## config.mk

```make
export PLATFORM = sky130hd
export DESIGN_NAME = sram_arbiter_flat
export DESIGN_NICKNAME = d
export VERILOG_FILES = /design/src/rtl/sram_arbiter_if.sv /design/src/rtl/sram_arbiter.sv /design/src/flat_wrapper.sv
export SDC_FILE = /design/constraint.sdc
export NUM_CORES = 1
export LEC_CHECK = 0
export ABC_AREA = 1
export BUFFER_PORTS_ARGS = -buffer_cell sky130_fd_sc_hd__buf_2
export CAP_MARGIN = 20
export CORE_MARGIN = 10
export CORE_UTILIZATION = 25
export DETAILED_ROUTE_END_ITERATION = 12
export GPL_ROUTABILITY_DRIVEN = 1
export SYNTH_ARGS = -nofsm -noshare
export SYNTH_HDL_FRONTEND = slang
export SYNTH_SLANG_ARGS = --single-unit
export TNS_END_PERCENT = 100
```

## constraint.sdc

```tcl
create_clock -name clk -period 4 [get_ports clk]
set_clock_uncertainty 0.05 [all_clocks]
set_input_delay 0 -clock clk [delete_from_list [all_inputs] [get_ports clk]]
set_output_delay 0 -clock clk [all_outputs]
set_load 0.02 [all_outputs]
```

## src/rtl/sram_arbiter_if.sv

```systemverilog
// sram_arbiter_if
//   Bundles the two requester ports and the sram_driver handshake that the
//   arbiter sits between.
//   slave  : the arbiter's view (requests and driver status in; done, read
//            data, status and driver commands out).
//   master : the surrounding system's view (requesters plus the driver).
interface sram_arbiter_if #(
  parameter int ADDR_W = 13,
  parameter int DATA_W = 8
) ();
  // requester side
  logic              req0;
  logic              req1;
  logic              we0;
  logic              we1;
  logic [ADDR_W-1:0] addr0;
  logic [ADDR_W-1:0] addr1;
  logic [DATA_W-1:0] wdata0;
  logic [DATA_W-1:0] wdata1;
  logic              done0;
  logic              done1;
  logic [DATA_W-1:0] rdata;
  logic              busy;
  logic              grant;
  // sram_driver side
  logic              drv_ready;
  logic              drv_start;
  logic              drv_re;
  logic [ADDR_W-1:0] drv_address;
  logic [DATA_W-1:0] drv_wdata;
  logic [DATA_W-1:0] drv_rdata;

  modport slave (
    input  req0, req1, we0, we1, addr0, addr1, wdata0, wdata1,
    input  drv_ready, drv_rdata,
    output done0, done1, rdata, busy, grant,
    output drv_start, drv_re, drv_address, drv_wdata
  );

  modport master (
    output req0, req1, we0, we1, addr0, addr1, wdata0, wdata1,
    output drv_ready, drv_rdata,
    input  done0, done1, rdata, busy, grant,
    input  drv_start, drv_re, drv_address, drv_wdata
  );
endinterface

```

## src/rtl/sram_arbiter.sv

```systemverilog
// sram_arbiter
//   Shares one sram_driver between two requesters (port 0: serial command
//   handler, port 1: pattern/test engine). Round-robin grant, sequences the
//   driver start/ready handshake and returns a done pulse plus read data to
//   the winning port.
// Ports
//   clk   : system clock
//   rstn  : asynchronous reset, active low
//   bus   : sram_arbiter_if.slave - requester ports (req/we/addr/wdata,
//           done/rdata/busy/grant) and driver ports (drv_ready, drv_start,
//           drv_re, drv_address, drv_wdata, drv_rdata)
// All outputs are registered; each output reflects the actions taken on entry
// to the current state (drv_start high during ISSUE, doneN high during RESP).
module sram_arbiter #(
  parameter int ADDR_W    = 13,
  parameter int DATA_W    = 8,
  parameter int BUSY_WAIT = 4     // 1..15
) (
  input  logic           clk,
  input  logic           rstn,
  sram_arbiter_if.slave  bus
);

  localparam logic [2:0] ST_IDLE      = 3'd0;
  localparam logic [2:0] ST_ISSUE     = 3'd1;
  localparam logic [2:0] ST_WAIT_BUSY = 3'd2;
  localparam logic [2:0] ST_WAIT_DONE = 3'd3;
  localparam logic [2:0] ST_RESP      = 3'd4;

  localparam logic [3:0] WAIT_LAST = 4'(BUSY_WAIT - 1);

  logic [2:0]        state_reg,       state_next;
  logic [3:0]        wait_cnt_reg,    wait_cnt_next;
  logic              grant_reg,       grant_next;
  logic              busy_reg,        busy_next;
  logic [1:0]        done_reg,        done_next;
  logic [DATA_W-1:0] rdata_reg,       rdata_next;
  logic              drv_start_reg,   drv_start_next;
  logic              drv_re_reg,      drv_re_next;
  logic [ADDR_W-1:0] drv_address_reg, drv_address_next;
  logic [DATA_W-1:0] drv_wdata_reg,   drv_wdata_next;

  // Per-port request view so the winner can index straight into it.
  logic [1:0]              req_vec;
  logic [1:0]              we_vec;
  logic [1:0][ADDR_W-1:0]  addr_vec;
  logic [1:0][DATA_W-1:0]  wdata_vec;

  assign req_vec   = {bus.req1,   bus.req0};
  assign we_vec    = {bus.we1,    bus.we0};
  assign addr_vec  = {bus.addr1,  bus.addr0};
  assign wdata_vec = {bus.wdata1, bus.wdata0};

  logic winner;
  logic go_resp;

  always_comb begin
    state_next       = state_reg;
    wait_cnt_next    = wait_cnt_reg;
    grant_next       = grant_reg;
    busy_next        = busy_reg;
    done_next        = 2'b00;      // doneN is a single-cycle pulse
    rdata_next       = rdata_reg;
    drv_start_next   = 1'b0;       // drv_start is a single-cycle pulse
    drv_re_next      = drv_re_reg;
    drv_address_next = drv_address_reg;
    drv_wdata_next   = drv_wdata_reg;
    go_resp          = 1'b0;
    // With both ports requesting the one not granted last time wins;
    // otherwise req1 alone decides (req1=0 means only port 0 is asking).
    winner           = (bus.req0 && bus.req1) ? ~grant_reg : bus.req1;

    case (state_reg)
      ST_IDLE: begin
        if (bus.drv_ready && (bus.req0 || bus.req1)) begin
          grant_next       = winner;
          drv_re_next      = ~we_vec[winner];
          drv_address_next = addr_vec[winner];
          drv_wdata_next   = wdata_vec[winner];
          drv_start_next   = 1'b1;
          busy_next        = 1'b1;
          state_next       = ST_ISSUE;
        end
      end
      ST_ISSUE: begin
        wait_cnt_next = 4'd0;
        state_next    = ST_WAIT_BUSY;
      end
      ST_WAIT_BUSY: begin
        if (!bus.drv_ready) begin
          state_next = ST_WAIT_DONE;
        end else if (wait_cnt_reg == WAIT_LAST) begin
          // Driver never showed busy; assume it finished instantly.
          go_resp = 1'b1;
        end else begin
          wait_cnt_next = wait_cnt_reg + 4'd1;
        end
      end
      ST_WAIT_DONE: begin
        if (bus.drv_ready) begin
          go_resp = 1'b1;
        end
      end
      ST_RESP: begin
        busy_next  = 1'b0;
        state_next = ST_IDLE;
      end
      default: begin
        state_next = ST_IDLE;
      end
    endcase

    // Entering RESP: raise done for the granted port and capture read data
    // so both are visible together during the RESP cycle.
    if (go_resp) begin
      state_next           = ST_RESP;
      done_next[grant_reg] = 1'b1;
      if (drv_re_reg) begin
        rdata_next = bus.drv_rdata;
      end
    end
  end

  always_ff @(posedge clk or negedge rstn) begin
    if (!rstn) begin
      state_reg       <= ST_IDLE;
      wait_cnt_reg    <= 4'd0;
      grant_reg       <= 1'b1;     // port 0 wins the first contention
      busy_reg        <= 1'b0;
      done_reg        <= 2'b00;
      rdata_reg       <= '0;
      drv_start_reg   <= 1'b0;
      drv_re_reg      <= 1'b0;
      drv_address_reg <= '0;
      drv_wdata_reg   <= '0;
    end else begin
      state_reg       <= state_next;
      wait_cnt_reg    <= wait_cnt_next;
      grant_reg       <= grant_next;
      busy_reg        <= busy_next;
      done_reg        <= done_next;
      rdata_reg       <= rdata_next;
      drv_start_reg   <= drv_start_next;
      drv_re_reg      <= drv_re_next;
      drv_address_reg <= drv_address_next;
      drv_wdata_reg   <= drv_wdata_next;
    end
  end

  assign bus.done0       = done_reg[0];
  assign bus.done1       = done_reg[1];
  assign bus.rdata       = rdata_reg;
  assign bus.busy        = busy_reg;
  assign bus.grant       = grant_reg;
  assign bus.drv_start   = drv_start_reg;
  assign bus.drv_re      = drv_re_reg;
  assign bus.drv_address = drv_address_reg;
  assign bus.drv_wdata   = drv_wdata_reg;

endmodule

```

## src/flat_wrapper.sv

```systemverilog
// flat-port wrapper written by rule: the top's interface ports become plain ports
module sram_arbiter_flat 
#(
  parameter int ADDR_W    = 13,
  parameter int DATA_W    = 8,
  parameter int BUSY_WAIT = 4             
)
  (clk, rstn, bus_req0, bus_req1, bus_we0, bus_we1, bus_addr0, bus_addr1, bus_wdata0, bus_wdata1, bus_drv_ready, bus_drv_rdata, bus_done0, bus_done1, bus_rdata, bus_busy, bus_grant, bus_drv_start, bus_drv_re, bus_drv_address, bus_drv_wdata);
  sram_arbiter_if #(.ADDR_W(ADDR_W), .DATA_W(DATA_W)) bus_i ();
  input  logic clk;
  input  logic rstn;
  input wire logic [$bits(bus_i.req0)-1:0] bus_req0;
  input wire logic [$bits(bus_i.req1)-1:0] bus_req1;
  input wire logic [$bits(bus_i.we0)-1:0] bus_we0;
  input wire logic [$bits(bus_i.we1)-1:0] bus_we1;
  input wire logic [$bits(bus_i.addr0)-1:0] bus_addr0;
  input wire logic [$bits(bus_i.addr1)-1:0] bus_addr1;
  input wire logic [$bits(bus_i.wdata0)-1:0] bus_wdata0;
  input wire logic [$bits(bus_i.wdata1)-1:0] bus_wdata1;
  input wire logic [$bits(bus_i.drv_ready)-1:0] bus_drv_ready;
  input wire logic [$bits(bus_i.drv_rdata)-1:0] bus_drv_rdata;
  output wire logic [$bits(bus_i.done0)-1:0] bus_done0;
  output wire logic [$bits(bus_i.done1)-1:0] bus_done1;
  output wire logic [$bits(bus_i.rdata)-1:0] bus_rdata;
  output wire logic [$bits(bus_i.busy)-1:0] bus_busy;
  output wire logic [$bits(bus_i.grant)-1:0] bus_grant;
  output wire logic [$bits(bus_i.drv_start)-1:0] bus_drv_start;
  output wire logic [$bits(bus_i.drv_re)-1:0] bus_drv_re;
  output wire logic [$bits(bus_i.drv_address)-1:0] bus_drv_address;
  output wire logic [$bits(bus_i.drv_wdata)-1:0] bus_drv_wdata;
  assign bus_i.req0 = bus_req0;
  assign bus_i.req1 = bus_req1;
  assign bus_i.we0 = bus_we0;
  assign bus_i.we1 = bus_we1;
  assign bus_i.addr0 = bus_addr0;
  assign bus_i.addr1 = bus_addr1;
  assign bus_i.wdata0 = bus_wdata0;
  assign bus_i.wdata1 = bus_wdata1;
  assign bus_i.drv_ready = bus_drv_ready;
  assign bus_i.drv_rdata = bus_drv_rdata;
  assign bus_done0 = bus_i.done0;
  assign bus_done1 = bus_i.done1;
  assign bus_rdata = bus_i.rdata;
  assign bus_busy = bus_i.busy;
  assign bus_grant = bus_i.grant;
  assign bus_drv_start = bus_i.drv_start;
  assign bus_drv_re = bus_i.drv_re;
  assign bus_drv_address = bus_i.drv_address;
  assign bus_drv_wdata = bus_i.drv_wdata;
  sram_arbiter #(.ADDR_W(ADDR_W), .DATA_W(DATA_W), .BUSY_WAIT(BUSY_WAIT)) u_core (.clk(clk), .rstn(rstn), .bus(bus_i));
endmodule
```

==> flow_summary_export.csv, run 1 <==
group,metric,value,unit
place,port_buffers,91,
place,hpwl,4570,microns
die,fp-row-count,33,
timing,finalSetupViolCount,0,
cells_and_area,final_cell_mix,"135 x nand2_1, 91 x buf_2, 53 x dlygate4sd3_1",
worst_setup_path,crit_required,4.18,ns
route,drc_errors,0,
cts,clock_latency,0.29,ns
yosys,synth_compound_area_share,5.23,%
die,die_h,112,microns
yosys,synthesis.instances,272,
cts,clock_sinks,42,
timing,tightest_slew,0.961,ns
cts,cts_setup_buffers,0,
yosys,syn_nets,330,
worst_setup_path,path_class,"reg2reg",
die,die_width,112,microns
cells_and_area,drive_above_1_share,28.8,%
timing,setup_tns,0,ns
route,ant_nets,0,
worst_setup_path,cp_data_arrival_time,2.95,ns
worst_hold_path,hold_depth,4,
outcome,outcome,"complete, no violations",
cts,clockBufferDepth,2,
pwr,p_clk_share,14.5,%
cts,cts_tree,"done",
yosys,synth_fa_ha_area_share,0.595,%
yosys,synth_cell_types,26,
pwr,leakage,1.82,nW
pwr,fin_total_pwr,1.89,mW
worst_hold_path,hold_path.class,"in2reg",
route,wl,6580,microns
worst_setup_path,cp-start-kind,"flip-flop",
cts,cts_max_level,2,
route,vias,2160,
worst_setup_path,worst-r2r-cell-count,7,
timing,fin_crit_sh,69.3,%
cts,clk_pin_slew,0.08,ns
die,dieArea,12500,sq um
yosys,syn_area,2100,sq um
grt,grt_usage,10.5,%
route,drtPass1Iterations,4,
pwr,swShare,44.1,%
pwr,intPower,1.06,mW
cells_and_area,largest_reg_flops,13,
pwr,p_switching,836,uW
yosys,synth_seq_area_share,50.0,%
timing,maxSlewViolCount,0,
cells_and_area,nNetsFinal,470,
cts,root_buffer,"clkbuf_8",
cts,cts_buffers,5,
cells_and_area,antenna_cells,0,
timing,fmax,0.361,GHz
worst_setup_path,cp_max_fo,23,
die,start_util,25.6,%
timing,relSlewSlack,35.9,%
cts,ctsResizeCount,0,
grt,antenna_found_initial,0,
pwr,pwr_density_cell,587,nW/um^2
yosys,synthMuxAreaShare,0,%
grt,grt_pass1_wl,11000,microns
route,drt_iter0_drc,103,
die,boundaryPins,92,
pwr,p_comb_share,47.7,%
flow_run,maxCapViolations,0,
route,vias_per_cell,4.17,
grt,overflow,0,
place,place_congestion,0.739,
timing,min_period,2.77,ns
grt,grt_max_degree,43,
cells_and_area,final_common_cell,"nand2_1",
pwr,ir_drop,0.000205,V
timing,finalHoldViolCount,0,
grt,grt_pass1_vias,2354,
cells_and_area,fill_cells,848,
cells_and_area,syn2layout_area_growth,53.5,%
die,fp.coreArea,8220,sq um
yosys,ys_ff_latch,42,
worst_setup_path,endpoint_kind,"flip-flop",
timing,grt_setup_unrepaired,"false",
pwr,pwr-share-seq,37.8,%
timing,worst_hold_slack,0.0181,ns
yosys,syn_area_per_cell,7.73,sq um
route,wire_per_inst,12.7,microns
yosys,synth_top_family_by_area,"simple AND/OR/NAND/NOR gates",
yosys,synthSimpleGateAreaFrac,36.6,%
yosys,ys_warn_count,0,
yosys,synth-xor-area-share,0.416,%
## worst max-delay path, cell delays in order, from the launching register on
cell,delay [ns]
dfstp_2,0.57
nand2_1,0.44
nand2_1,0.76
nand2_1,0.11
nand2_1,0.09
dlygate4sd3_1,0.55
nand2_1,0.06
nand2_1,0.06
## per-layer routing
metal  wire [microns]  global-route usage (%)  vias up
li1                 -                       -     1124
met1             2670                    11.6      965
met2             3360                    18.2       63
met3              457                    4.03        8
met4               96                    3.17        0
met5                0                       0        -
## timing repair
| action | in CTS | in global routing |
|---|---|---|
| setup endpoints to repair | 0 | 0 |
| hold endpoints to repair | 72 | 0 |
| hold buffers | 53 | 0 |
## stage by stage
| step | area [sq um] | instances | utilization (%) | setup slack (ns) |
|---|---|---|---|---|
| floorplan | 2100 | 272 | - | 2.66 |
| global placement | 2610 | 457 | 31.8 | 1.75 |
| detailed placement | 2610 | 457 | 31.8 | 1.72 |
| CTS | 3230 | 518 | 39.3 | 1.20 |
| global route | 3230 | 518 | 39.3 | 0.965 |
| finish | 3230 | 518 | 39.3 | 1.23 |
## path summary, 6_finish.rpt
kind	to	startpoint	slack (ns)
worst max-delay path	u_core.bus.drv_wdata[7]$_DFFE_PN0P_	u_core.bus.grant$_DFFE_PN1P_	1.23
worst max register to register	u_core.bus.drv_wdata[7]$_DFFE_PN0P_	u_core.bus.grant$_DFFE_PN1P_	1.23
min in group asynchronous	u_core.bus.drv_address[1]$_DFFE_PN0P_	rstn	0.34
max in group asynchronous	u_core.wait_cnt_reg[0]$_DFFE_PN0P_	rstn	2.96
worst min-delay path	u_core.bus.drv_re$_DFFE_PN0P_	bus_we1	0.02
worst min register to register	u_core.bus.drv_wdata[7]$_DFFE_PN0P_	u_core.bus.drv_wdata[7]$_DFFE_PN0P_	0.43
## power groups by stage
stage	Combinational (mW)	Sequential [mW]	Clock, mW
global placement	0.831	0.717	0
global route	1.01	0.740	0.310
floorplan	0.386	0.900	0
finish	0.905	0.715	0.275
CTS	0.918	0.717	0.291
detailed placement	0.847	0.720	0
## Yosys cell counts, drive strengths merged
| cell | n | share of area [%] |
|---|---|---|
| a21oi | 1 | 0.24 |
| buf | 10 | 3.6 |
| clkbuf | 1 | 0.18 |
| dfrtp | 41 | 49 |
| dfstp | 1 | 1.2 |
| ha | 1 | 0.59 |
| inv | 18 | 3.3 |
| nand2 | 140 | 26 |
| nand3 | 26 | 6.8 |
| nand4 | 3 | 0.89 |
| nor2 | 13 | 2.9 |
| nor3 | 1 | 0.24 |
| o21ai | 15 | 5.0 |
| xnor2 | 1 | 0.42 |
## cell type report
cell class / count / area [sq um] / area share, %
Multi-Input combinational cell: 201 / 902 / 27.9
Clock inverter: 2 / 13.8 / 0.426
Tap cell: 105 / 131 / 4.07
Clock buffer: 6 / 72.6 / 2.25
Sequential cell: 42 / 1050 / 32.6
Inverter: 18 / 70.1 / 2.17
Timing Repair Buffer: 144 / 986 / 30.5
## kinds of logic (layout without fill, tap and decap cells)
kind of cell               after synthesis  count (layout)
AOI/OAI and AO/OA                       16              16
xor gates and xnor gates                 1               1
adders and majority gates                1               1
buffers and inverters                   29             170
DFF                                     42              42
and+or+nand+nor                        183             183
(Power assumes the default switching activity.)
==> run 2: changes to the inputs <==
==> constraint.sdc (replaced) <==
create_clock -name clk -period 2.2 [get_ports clk]
set_clock_uncertainty 0.05 [all_clocks]
set_input_delay 0 -clock clk [delete_from_list [all_inputs] [get_ports clk]]
set_output_delay 0 -clock clk [all_outputs]
set_load 0.02 [all_outputs]
==> run 2 against run 1 <==
Flip-flop and latch count is the same. First-iteration DRC count shrank 27%. Combinational power grew 86%. Worst hold slack lost 0.017 ns. Fmax grew 38%. Critical endpoint is now u_core.bus.drv_re$_DFFE_PN0P_. Highest routed layer unchanged.
==> flow_summary_export.csv, run 2 (same netlist as run 1, synthesis figures left out) <==
group,metric,value,unit
route,drtPass1Iterations,4,
grt,grt_max_degree,43,
timing,maxSlewViolCount,0,
timing,fmax,0.498,GHz
cells_and_area,fin_util,40.3,%
place,dp_cells,460,
grt,grt_pass1_wl,11400,microns
cells_and_area,fill_cells,838,
timing,finalSetupViolCount,0,
grt,antenna_found_initial,0,
timing,finalHoldViolCount,0,
place,hpwl,4560,microns
cts,clockBufferDepth,2,
cts,clk_pin_slew,0.08,ns
worst_setup_path,endpoint_kind,"flip-flop",
worst_setup_path,cp_data_arrival_time,2.19,ns
cells_and_area,largest_reg_flops,13,
die,boundaryPins,92,
grt,grt_usage,10.9,%
cts,root_buffer,"clkbuf_8",
grt,use_met3,3.49,%
worst_setup_path,crit_required,2.38,ns
timing,grt_setup_unrepaired,"false",
timing,relSlewSlack,83.8,%
timing,setup_tns,0,ns
place,port_buffers,91,
route,wl,6630,microns
cts,cts_tree,"done",
cells_and_area,layoutNonFillerInstCount,523,
cells_and_area,syn2layout_area_growth,57.3,%
pwr,leakage,1.85,nW
route,drc_errors,0,
cts,cts_buffers,5,
cells_and_area,drive_above_1_share,29.7,%
die,fp-row-count,33,
die,fp.coreArea,8220,sq um
cells_and_area,final_cell_mix,"135 x nand2_1, 91 x buf_2, 54 x dlygate4sd3_1",
die,start_util,25.6,%
grt,use_met1,12.2,%
route,vias,2191,
die,die_h,112,microns
worst_setup_path,path_class,"reg2reg",
die,dieArea,12500,sq um
worst_hold_path,hold_path.class,"in2async",
place,place_congestion,0.729,
cts,clock_latency,0.29,ns
timing,fin_crit_sh,91.2,%
route,wire_per_inst,12.7,microns
route,drt_iter0_drc,75,
timing,min_period,2.01,ns
pwr,ir_drop,0.000389,V
pwr,pwr_density_cell,1060,nW/um^2
cts,cts_setup_buffers,0,
flow_run,maxCapViolations,0,
route,vias_per_cell,4.19,
cells_and_area,antenna_cells,0,
cts,cts_max_level,2,
grt,grt_pass1_vias,2378,
timing,tightest_slew,0.242,ns
route,ant_nets,0,
grt,gr-usage-met2,19.3,%
cells_and_area,nNetsFinal,475,
cts,clock_sinks,42,
cells_and_area,final_common_cell,"nand2_1",
worst_setup_path,cp-start-kind,"flip-flop",
grt,overflow,0,
outcome,outcome,"complete, no violations",
worst_setup_path,cp_max_fo,26,
die,die_width,112,microns
grt,top_usage_layer,"met2",
-- run 2: final cells by class --
type	instances	area, sq um	share of cell area [%]
sequential	42	1050	31.8
timing repair buffer	149	1040	31.4
multi-input combinational	201	916	27.7
tap	105	131	3.97
clock buffer	6	82.6	2.50
inverter	18	75.1	2.27
clock inverter	2	12.5	0.378
-- run 2: worst paths after layout --
path	from	endpoint	slack, ns	depth (start not counted)
worst max-delay path	u_core.state_reg[0]$_DFFE_PN0P_	u_core.bus.drv_re$_DFFE_PN0P_	0.19	8
worst min register to register	u_core.bus.rdata[0]$_DFFE_PN0P_	u_core.bus.rdata[0]$_DFFE_PN0P_	0.43	2
worst max register to register	u_core.state_reg[0]$_DFFE_PN0P_	u_core.bus.drv_re$_DFFE_PN0P_	0.19	8
worst min-delay path	rstn	u_core.bus.drv_address[1]$_DFFE_PN0P_	0.001	2
max in group asynchronous	rstn	u_core.bus.grant$_DFFE_PN1P_	1.62	3
min in group clk	bus_req1	u_core.bus.grant$_DFFE_PN1P_	0.13	3
-- run 2: through the flow --
step	setup slack [ns]	area [sq um]	hold WS, ns	total power, mW
2_1_floorplan	0.862	2100	-0.346	2.34
3_3_place_gp	0.636	2630	0.157	2.84
3_5_place_dp	0.620	2630	0.164	2.86
4_1_cts	0.0507	3270	0.123	3.54
5_1_grt	0.00700	3310	0.00120	3.83
6_report	0.193	3310	0.00104	3.50
-- run 2: where the power goes --
group          switching [mW]  total (mW)  leakage [nW]  internal [mW]
Sequential              0.208        1.30         0.533           1.09
Clock                   0.268       0.520        0.0472          0.252
Combinational            1.05        1.68          1.27          0.632
-- run 2: what timing repair did --
action / in CTS / in global routing
gates resized for setup: 0 / 4
endpoints found under the setup margin: 0 / 2
hold buffers: 54 / 0
hold endpoints to repair: 72 / 0
-- run 2: layer usage --
layer	wire [microns]	part of all wire, %
met3	356	5.4
met1	2920	44
met2	3300	50
met5	0	0
met4	61	0.92
-- run 2: worst max-delay path, cell delays in order, from the launching register on --
cell and delay (ns):
dfrtp_1 0.45, inv_2 0.10, nand2_2 0.07, nor2_4 0.17
nand2_8 0.16, inv_8 0.17, o21ai_0 0.11, dlygate4sd3_1 0.57
nand2_1 0.06
